File: src/rtl/sht30_pkg.sv
// Shared constants, FSM state type and CRC-8 step function for the SHT30
// result decoder.
package sht30_pkg;

   localparam logic [7:0] CRC8_POLY = 8'h31;
   localparam logic [7:0] CRC8_INIT = 8'hFF;

   localparam int unsigned T_SCALE  = 175;
   localparam int unsigned T_OFFSET = 45;
   localparam int unsigned RH_SCALE = 100;

   localparam int unsigned CRC_CYCLES = 16;
   localparam int unsigned MUL_CYCLES = 16;
   localparam int unsigned DIV_CYCLES = 10;

   typedef enum logic [2:0] {
      IDLE,
      CRC,
      MUL,
      ADJ,
      DIV,
      DONE
   } state_t;

   // One MSB-first CRC-8 step: feedback is the outgoing MSB xor the new bit.
   function automatic logic [7:0] crc8_step(input logic [7:0] crc, input logic din);
      logic fb;
      fb = crc[7] ^ din;
      return {crc[6:0], 1'b0} ^ (fb ? CRC8_POLY : 8'h00);
   endfunction

endpackage

File: src/rtl/sht30_result_decoder_if.sv
// Handshake and result bundle between the I2C read phase (master) and the
// result decoder (slave), which in turn feeds the LCD write phase.
interface sht30_result_decoder_if;

   logic        start;
   logic [47:0] rdata;
   logic        busy;
   logic        done;
   logic        crc_ok_t;
   logic        crc_ok_h;
   logic        temp_neg;
   logic        temp_over;
   logic [3:0]  temp_ten;
   logic [3:0]  temp_one;
   logic [3:0]  humi_ten;
   logic [3:0]  humi_one;

   modport master (
      output start, rdata,
      input  busy, done, crc_ok_t, crc_ok_h, temp_neg, temp_over,
             temp_ten, temp_one, humi_ten, humi_one
   );

   modport slave (
      input  start, rdata,
      output busy, done, crc_ok_t, crc_ok_h, temp_neg, temp_over,
             temp_ten, temp_one, humi_ten, humi_one
   );

endinterface

File: src/rtl/sht30_crc8.sv
// Bit-serial CRC-8 (poly 0x31, init 0xFF, no final xor), one data bit per
// shift cycle, MSB first.
module sht30_crc8
   import sht30_pkg::*;
(
   input  logic       clk_50K,
   input  logic       rstn,
   input  logic       load,
   input  logic       shift,
   input  logic       data_in,
   output logic [7:0] crc_out
);

   // CRC register: load seeds the init value, shift absorbs one bit.
   always_ff @(posedge clk_50K or negedge rstn) begin
      if (!rstn) begin
         crc_out <= '0;
      end else if (load) begin
         crc_out <= CRC8_INIT;
      end else if (shift) begin
         crc_out <= crc8_step(crc_out, data_in);
      end
   end

endmodule

File: src/rtl/sht30_result_decoder.sv
// Sequential SHT30 post-processor: checks both CRC bytes, scales raw
// temperature/humidity with a shift-add multiply and converts them to two
// BCD digits each by repeated subtraction. Fixed 44-cycle latency.
module sht30_result_decoder
   import sht30_pkg::*;
(
   input  logic                   clk_50K,
   input  logic                   rstn,
   sht30_result_decoder_if.slave  bus
);

   localparam logic [4:0] CRC_LAST = 5'(CRC_CYCLES - 1);
   localparam logic [4:0] MUL_LAST = 5'(MUL_CYCLES - 1);
   localparam logic [4:0] DIV_LAST = 5'(DIV_CYCLES - 1);

   state_t      state;
   logic [4:0]  phase;        // shared sequencer for CRC, MUL and DIV
   logic [47:0] frame;
   logic [23:0] pt;
   logic [23:0] ph;
   logic [6:0]  mag;
   logic [6:0]  hum;
   logic [3:0]  tens_t;
   logic [3:0]  tens_h;
   logic        ok_t;
   logic        ok_h;
   logic        neg;
   logic        over;

   logic [15:0] st;
   logic [15:0] srh;
   logic [7:0]  crc_t;
   logic [7:0]  crc_h;
   logic        crc_load;
   logic        crc_shift;

   logic signed [8:0] t_s;
   logic        [8:0] t_abs;
   logic              t_over;
   logic        [6:0] mag_next;

   assign st        = frame[47:32];
   assign srh       = frame[23:8];
   assign crc_load  = (state == IDLE) && bus.start;
   assign crc_shift = (state == CRC);

   // MSB-first feed: bit (15 - phase) is simply the inverted phase index.
   sht30_crc8 u_crc_t (
      .clk_50K (clk_50K),
      .rstn    (rstn),
      .load    (crc_load),
      .shift   (crc_shift),
      .data_in (st[~phase[3:0]]),
      .crc_out (crc_t)
   );

   sht30_crc8 u_crc_h (
      .clk_50K (clk_50K),
      .rstn    (rstn),
      .load    (crc_load),
      .shift   (crc_shift),
      .data_in (srh[~phase[3:0]]),
      .crc_out (crc_h)
   );

   // Offset removal, sign/magnitude split and saturation for the ADJ cycle.
   always_comb begin
      // NOTE: every always_comb output gets a default first so no path can infer a latch.
      t_s      = $signed({1'b0, pt[23:16]}) - $signed(9'(T_OFFSET));
      t_abs    = t_s[8] ? 9'(-t_s) : 9'(t_s);
      t_over   = (t_abs > 9'd99);
      mag_next = t_over ? 7'd99 : t_abs[6:0];
   end

   // Main sequencer: capture, CRC, multiply, adjust, divide, publish.
   always_ff @(posedge clk_50K or negedge rstn) begin
      // NOTE: all state including the datapath registers is reset, so an abort clears everything.
      if (!rstn) begin
         state         <= IDLE;
         phase         <= '0;
         frame         <= '0;
         pt            <= '0;
         ph            <= '0;
         mag           <= '0;
         hum           <= '0;
         tens_t        <= '0;
         tens_h        <= '0;
         ok_t          <= 1'b0;
         ok_h          <= 1'b0;
         neg           <= 1'b0;
         over          <= 1'b0;
         bus.busy      <= 1'b0;
         bus.done      <= 1'b0;
         bus.crc_ok_t  <= 1'b0;
         bus.crc_ok_h  <= 1'b0;
         bus.temp_neg  <= 1'b0;
         bus.temp_over <= 1'b0;
         bus.temp_ten  <= '0;
         bus.temp_one  <= '0;
         bus.humi_ten  <= '0;
         bus.humi_one  <= '0;
      end else begin
         // NOTE: non-blocking assignments keep every register sampling pre-edge values.
         case (state)
            IDLE: begin
               bus.done <= 1'b0;
               if (bus.start) begin
                  frame    <= bus.rdata;
                  bus.busy <= 1'b1;
                  phase    <= '0;
                  pt       <= '0;
                  ph       <= '0;
                  tens_t   <= '0;
                  tens_h   <= '0;
                  state    <= CRC;
               end
            end

            CRC: begin
               if (phase == CRC_LAST) begin
                  phase <= '0;
                  state <= MUL;
               end else begin
                  phase <= phase + 5'd1;
               end
            end

            MUL: begin
               if (st[phase[3:0]])
                  pt <= pt + (24'(T_SCALE) << phase[3:0]);
               if (srh[phase[3:0]])
                  ph <= ph + (24'(RH_SCALE) << phase[3:0]);
               if (phase == MUL_LAST) begin
                  phase <= '0;
                  state <= ADJ;
               end else begin
                  phase <= phase + 5'd1;
               end
            end

            ADJ: begin
               // CRC registers have been stable since the last CRC shift.
               ok_t  <= (crc_t == frame[31:24]);
               ok_h  <= (crc_h == frame[7:0]);
               neg   <= t_s[8];
               over  <= t_over;
               mag   <= mag_next;
               hum   <= ph[22:16];   // 100*Srh/65536 never exceeds 99
               phase <= '0;
               state <= DIV;
            end

            DIV: begin
               if (mag >= 7'd10) begin
                  mag    <= mag - 7'd10;
                  tens_t <= tens_t + 4'd1;
               end
               if (hum >= 7'd10) begin
                  hum    <= hum - 7'd10;
                  tens_h <= tens_h + 4'd1;
               end
               if (phase == DIV_LAST) begin
                  phase <= '0;
                  state <= DONE;
               end else begin
                  phase <= phase + 5'd1;
               end
            end

            DONE: begin
               bus.crc_ok_t  <= ok_t;
               bus.crc_ok_h  <= ok_h;
               bus.temp_neg  <= neg;
               bus.temp_over <= over;
               bus.temp_ten  <= tens_t;
               bus.temp_one  <= mag[3:0];
               bus.humi_ten  <= tens_h;
               bus.humi_one  <= hum[3:0];
               bus.done      <= 1'b1;
               bus.busy      <= 1'b0;
               state         <= IDLE;
            end

            default: state <= IDLE;
         endcase
      end
   end

endmodule

File: src/flat_wrapper.sv
// flat-port wrapper written by rule: the top's interface ports become plain ports
module sht30_result_decoder_flat import sht30_pkg::*;
  (clk_50K, rstn, bus_start, bus_rdata, bus_busy, bus_done, bus_crc_ok_t, bus_crc_ok_h, bus_temp_neg, bus_temp_over, bus_temp_ten, bus_temp_one, bus_humi_ten, bus_humi_one);
  sht30_result_decoder_if bus_i ();
  input  logic clk_50K;
  input  logic rstn;
  input wire logic [$bits(bus_i.start)-1:0] bus_start;
  input wire logic [$bits(bus_i.rdata)-1:0] bus_rdata;
  output wire logic [$bits(bus_i.busy)-1:0] bus_busy;
  output wire logic [$bits(bus_i.done)-1:0] bus_done;
  output wire logic [$bits(bus_i.crc_ok_t)-1:0] bus_crc_ok_t;
  output wire logic [$bits(bus_i.crc_ok_h)-1:0] bus_crc_ok_h;
  output wire logic [$bits(bus_i.temp_neg)-1:0] bus_temp_neg;
  output wire logic [$bits(bus_i.temp_over)-1:0] bus_temp_over;
  output wire logic [$bits(bus_i.temp_ten)-1:0] bus_temp_ten;
  output wire logic [$bits(bus_i.temp_one)-1:0] bus_temp_one;
  output wire logic [$bits(bus_i.humi_ten)-1:0] bus_humi_ten;
  output wire logic [$bits(bus_i.humi_one)-1:0] bus_humi_one;
  assign bus_i.start = bus_start;
  assign bus_i.rdata = bus_rdata;
  assign bus_busy = bus_i.busy;
  assign bus_done = bus_i.done;
  assign bus_crc_ok_t = bus_i.crc_ok_t;
  assign bus_crc_ok_h = bus_i.crc_ok_h;
  assign bus_temp_neg = bus_i.temp_neg;
  assign bus_temp_over = bus_i.temp_over;
  assign bus_temp_ten = bus_i.temp_ten;
  assign bus_temp_one = bus_i.temp_one;
  assign bus_humi_ten = bus_i.humi_ten;
  assign bus_humi_one = bus_i.humi_one;
  sht30_result_decoder u_core (.clk_50K(clk_50K), .rstn(rstn), .bus(bus_i));
endmodule
File: config.mk
export PLATFORM = sky130hd
export DESIGN_NAME = sht30_result_decoder_flat
export DESIGN_NICKNAME = d
export VERILOG_FILES = /design/src/rtl/sht30_pkg.sv /design/src/rtl/sht30_result_decoder_if.sv /design/src/rtl/sht30_crc8.sv /design/src/rtl/sht30_result_decoder.sv /design/src/flat_wrapper.sv
export SDC_FILE = /design/constraint.sdc
export NUM_CORES = 1
export LEC_CHECK = 0
export BUFFER_PORTS_ARGS = -buffer_cell sky130_fd_sc_hd__buf_2
export CAP_MARGIN = 40
export CORE_UTILIZATION = 37
export DETAILED_ROUTE_END_ITERATION = 10
export GPL_TIMING_DRIVEN = 1
export PLACE_DENSITY_LB_ADDON = 0.08
export SYNTH_ARGS = -nofsm -noshare
export SYNTH_HDL_FRONTEND = slang
export SYNTH_SLANG_ARGS = --single-unit
File: constraint.sdc
create_clock -name clk_50K -period 4.6 [get_ports clk_50K]
set_input_delay 0.92 -clock clk_50K [delete_from_list [all_inputs] [get_ports clk_50K]]
set_output_delay 0.92 -clock clk_50K [all_outputs]
set_load 0.01 [all_outputs]
* After elaboration in Yosys (flattened, before gate mapping)
Cells that the tools add are included.
** Operators by class
- Shift-type cells :: 2
- Multipliers :: 0
- Mux-type cells :: 42
- Equality and inequality tests :: 17
- Bitwise gates (word level) :: 5
- Add/sub/neg operators :: 9
- Order comparisons :: 5
- Div/mod/pow operators :: 0
- Reduce and logical (&&, ||, !) cells :: 19
** Operator list (number)
- $pmux 24 s2 :: 2
- $mux 24 :: 3
- $add 24x24->24 :: 2
- $mux 8 :: 4
- $pmux 7 s2 :: 2
- $shl 7x4->24 const A :: 1
- $shl 8x4->24 const A :: 1
- $mux 7 :: 3
- $pmux 5 s4 :: 1
- $bmux 1 s4 :: 4
- $eq 8x8->1 :: 2
- $pmux 4 s2 :: 2
- $xor 8x6->8 :: 2
- $mux 5 :: 3
- $pmux 3 s5 :: 1
- $ge 7x4->1 const B :: 2
- $sub 7x4->7 const B :: 2
- $mux 3 :: 4
- $mux 4 :: 3
- $mux 6 :: 2
- $ne 2x1->1 const B :: 6
- $reduce_and 3->1 :: 4
- $eq 5x4->1 const B :: 2
- $lt 4x5->1 const B :: 2
- other kinds (21) :: 39
** Storage, ports and cells
- Memory bits (read-only) :: 0
- Register bits after elaboration :: 168
- Bits in latches :: 0
- Memory bits (writable) :: 0
- Word-level logic and storage cells :: 124
- Memories kept :: 0
- Output and inout bits :: 22
- Input port bits :: 51

* Depth between registers and ports, before layout
- Depth after elaboration :: 8
- Depth in mapped cells :: 16
- Mapped depth without buffers :: 13

* Hierarchy
From an unflattened synthesis, not the netlist that was laid out.
** Second synthesis, totals
- Cell total of the unflattened synthesis :: 1118
- Area, all modules :: 10413.7 um^2
** Modules (own cells, without submodules)
- sht30_result_decoder :: times used 1, area an instance 9623.0 um^2, cells each 1060, seq. area each 3728.6 um^2
- sht30_crc8 :: times used 2, area an instance 395.4 um^2, cells each 29, seq. area each 200.2 um^2

* Worst setup path after synthesis
Ideal clock, no wire load.
- Kind :: flip-flop to flip-flop
- From :: reg u_core.phase[1]
- To :: reg u_core.pt[23]
- Arrival :: 3747 ps
- Required time :: 4531 ps
- Library setup time :: 69 ps
- Slack :: 783 ps
- Clock period less this slack :: 3817 ps
- Cell stages (with the launch flop) :: 16
- Path buffers :: 3
- Cell sequence :: dfrtp_1 -> buf_6 -> buf_6 -> clkbuf_1 -> inv_1 -> ha_1 -> or2_2 -> a21oi_1 -> ha_1 -> o211ai_1 -> a21oi_1 -> o21ai_1 -> a21oi_1 -> or4b_2 -> a2111o_1 -> nand3_1
** On the way
- Word-level cells in the longest chain between the ends :: 4
- Elaborated cells on any way between the ends :: 8
- Classes of those cells :: 1 x add/sub; 1 x eq/ne; 1 x shift; 4 x mux; 1 x reduce/logical
** Ends and longest elaborated chain
- start: declaration :: RTL line sht30_result_decoder.sv:17 : logic [4:0] phase;
- start signal: assignment :: RTL line sht30_result_decoder.sv:124 : phase <= phase + 5'd1;
- start signal: assignment :: RTL line sht30_result_decoder.sv:137 : phase <= phase + 5'd1;
- start signal: assignment :: RTL line sht30_result_decoder.sv:166 : phase <= phase + 5'd1;
- $shl 8x4->24 / $bmux 1 s4 (equally long branches) :: RTL line sht30_result_decoder.sv:130, sht30_result_decoder.sv:129
- $add 24x24->24 / $mux 1 (equally long branches) :: RTL line sht30_result_decoder.sv:130, sht30_result_decoder.sv:129
- $mux 24 / $ne 2x1->1 (equally long branches)
- $pmux 24 s2 / $reduce_and 3->1 (equally long branches)
- end signal: assignment :: RTL line sht30_result_decoder.sv:130 : pt <= pt + (24'(T_SCALE) << phase[3:0]);
- end: declaration :: RTL line sht30_result_decoder.sv:19 : logic [23:0] pt;
Parallel ways exist; a longest one is shown, timed or not. The select of a mux whose other input is x is not followed.
A chain may end at the register's enable or synchronous reset.

* Worst setup path in the final report
- From :: reg u_core.phase[0]
- To :: reg u_core.pt[22]
The elaborated chain is that of the path after synthesis.

==> results.md <==
* EDFF count, synth at 0
* Share of layout cells above drive strength 1 at 0.143
* Cell Int Power at 0.00339 W
* Sw Share at 0.364
* Largest cells by area after synthesis: dfrtp_1 (40%), nand2_1 (7.4%), ha_1 (7.1%)
* CTS max path bufs at 2
* Hold/Removal Path Class: input port to asynchronous set/reset pin
* Critical-path cell list: clkinv_1 > ha_1 > a21oi_1 > o22ai_1 > ha_1 > a2111oi_0 > o21ai_0 > a31oi_1 > o21ai_0 > o41ai_1 > xor2_1 > o21ai_0
* Fin crit period at 3.85 ns
* Logic pwr share at 0.319
* Hold_buf cts at 0
* Average size of a mapped cell at 9.04 um^2
* Nets at 1302
* CP peak stage delay at 0.58 ns
* Initial antenna violation count at 0
* Wirelength, routed at 25.2 mm
* First-pass GRT wire length at 42.3 mm
* Run status: complete, no violations
* Cell Count Post-Placement at 1543
* Clock root cell: clkbuf_16
* Pins Over Slew Limit at 0
* Die height at 169 um
* Total power at 0.00533 W
* Max-Cap Viols at 0
* PwrDens at 456 nW/um^2
* #FFs+latches synth at 165
* Drt drc at 0
* Post-synthesis cell area at 10300 um^2
* Leak at 5.47 nW
* Synth Instances at 1144
* Commonest non-fill, non-tap cell in the layout: nand2_1
* Synth Net Count at 1256
* Startpoint Class: flip-flop
* CTS tree: built
* Period utilization at 0.836
* Clock Sinks at 165
* RePlAce Congestion at 0.887
* Initial Util at 0.380
* Largest area contributor in the netlist: dfrtp_1
* Non-Filler Instances at 1576
* DP Wirelength at 18.4 mm
* Flop pwr share at 0.399
* Postcts setup bufs at 0
* Full die area at 28600 um^2
* Fmax at 260 MHz
* Slew Limit Headroom at 0.426
* Vias per std cell at 5.24
* Number of synthesis warnings at 0
* CP endpoint kind: flip-flop
* Tightest Pin Transition at 0.862 ns
* Std cell rows at 60
* Vias in the first global route at 8174
* Synth async-reset ratio at 1.00
* Final TNS setup at 0 ns
* CP max FO at 9
* Cell mode on critical path: o21ai_0
* P&R area growth vs syn at 13.0%
* RSZ-0062 raised after global routing: no
* Worst EP arrival at 4.15 ns
* Chip Width at 169 um
* Clk_skew at 0.0184 ns
* Top FF cell, synth: dfrtp_1
* Clk slew on worst S/H paths at 0.07 ns
* Top-area cell type share of the netlist area at 0.399
* Setup-failing EPs final at 0
* Net switching power at 0.00194 W
* Worst-Skew Late Latency at 0.44 ns
* Req. time, crit path at 4.90 ns
* CP top delay family: compound AO/OA/AOI/OAI gates
* Core outline area at 27200 um^2
* Register area share after synthesis at 0.399
* Worst hold margin at 0.335 ns
* Peak VDD IR at 0.259 mV
* H-tree levels at 4
* WL/cell at 16.0 um
* DRT antenna net count at 0
* Total track usage at 0.185
* Pre-antenna DRT Iters at 5
* Yosys cell types at 70
* Post_cts resized at 0
* Fin. Hold Viols at 0
* Buf/Inv on CP at 1
* Clock Power Share at 0.281
* Port Buffers at 72
* Slowest stage cell on the critical path: a2111oi_0
* Pin count of the biggest net entering global routing at 67
* Most frequent cells in the layout: nand2_1 (205), dfrtp_1 (165), o21ai_0 (102), buf_2 (71), nor2_1 (68)
* Io pins at 73
* # fillers at 2741
* Via Count at 8263
* CTS buffer count at 17
* Total gr overflow at 0
* Number of DRC markers in iteration 0 at 339
* CP Class: flip-flop to flip-flop
flip-flops by register name, indices dropped and copies added (netlist names), 5 cells and up:
name	count
u_core.phase	5
u_core.hum	7
u_core.pt	24
u_core.u_crc_h.crc_out	8
u_core.ph	21
u_core.u_crc_t.crc_out	8
u_core.frame	48
u_core.mag	7
kinds of logic after synthesis:
group	Yosys count	share of synthesized area
xor+xnor	67	0.0582
simple gates	418	0.183
mux	48	0.0730
compound gates	285	0.169
buf+inv	100	0.0420
fa+ha+maj	61	0.0753
flops	165	0.399
synth_stat cells (4+ instances only):
| cell | instances |
|---|---|
| nand2_1 | 205 |
| dfrtp_1 | 165 |
| o21ai_0 | 102 |
| nor2_1 | 68 |
| a21oi_1 | 67 |
| ha_1 | 59 |
| nand3_1 | 57 |
| clkbuf_1 | 40 |
| xnor2_1 | 39 |
| inv_1 | 36 |
| xor2_1 | 26 |
| mux4_2 | 20 |
| mux2_2 | 19 |
| a21o_1 | 16 |
| nor3_1 | 15 |
| o22a_1 | 14 |
| o22ai_1 | 13 |
| a31oi_1 | 11 |
| nor2b_1 | 11 |
| buf_2 | 10 |
| nand2b_1 | 10 |
| mux2i_1 | 9 |
| nand4_1 | 9 |
| o21a_1 | 8 |
| a211oi_1 | 7 |
| and2_1 | 6 |
| buf_6 | 6 |
| nor3b_1 | 6 |
| buf_1 | 5 |
| o31ai_1 | 5 |
| a21boi_0 | 4 |
| nand3b_1 | 4 |
| nor4b_1 | 4 |
| o211ai_1 | 4 |
| or3_1 | 4 |
through the flow:
stage | area, um^2 | utilization | setup WS, ns
3_3_place_gp | 11000 | 0.405 | 0.886
6_report | 11700 | 0.430 | 0.753
4_1_cts | 11700 | 0.430 | 0.772
2_1_floorplan | 10300 | - | 0.783
5_1_grt | 11700 | 0.430 | 0.364
3_5_place_dp | 11100 | 0.407 | 0.801
routing by layer:
| layer | wire length, um | global-route usage | share of wire |
|---|---|---|---|
| met3 | 595 | 0.0280 | 0.024 |
| met2 | 11600 | 0.302 | 0.46 |
| met4 | 308 | 0.0431 | 0.012 |
| met5 | 0 | 0 | 0 |
| met1 | 12600 | 0.257 | 0.50 |
layout make-up:
class	count	area, um^2	share of cell area
multi-input cells	879	5780	0.495
flip-flops and latches	165	4130	0.353
repair buffers	89	547	0.0468
well taps	372	465	0.0398
clock buffers	18	429	0.0367
clock inverters	14	185	0.0159
inverters	38	143	0.0122
diodes	1	2.50	0.000214
path summary, 6_finish.rpt:
path                                         from                     end  slack, ns  depth (start not counted)
min in group clk_50K       u_core.bus.humi_one[2]  u_core.bus.humi_one[2]       0.48                          2
setup / recovery                  u_core.phase[0]           u_core.pt[22]       0.75                         12
setup reg to reg                  u_core.phase[0]           u_core.pt[22]       0.75                         12
hold / removal                               rstn  u_core.bus.temp_ten[2]       0.33                          1
max in group asynchronous                    rstn            u_core.pt[6]       3.56                          2
hold reg to reg            u_core.bus.humi_one[2]  u_core.bus.humi_one[2]       0.48                          2
power by group through the flow:
| stage | sequential (W) | clock [W] | combinational (W) |
|---|---|---|---|
| after global routing | 0.00219 | 0.00160 | 0.00195 |
| final | 0.00213 | 0.00150 | 0.00170 |
| after global placement | 0.00216 | 0 | 0.00169 |
| after detailed placement | 0.00216 | 0 | 0.00171 |
| after CTS | 0.00214 | 0.00154 | 0.00172 |
| after floorplan | 0.00202 | 0 | 0.00144 |
(Power assumes the default switching activity.)
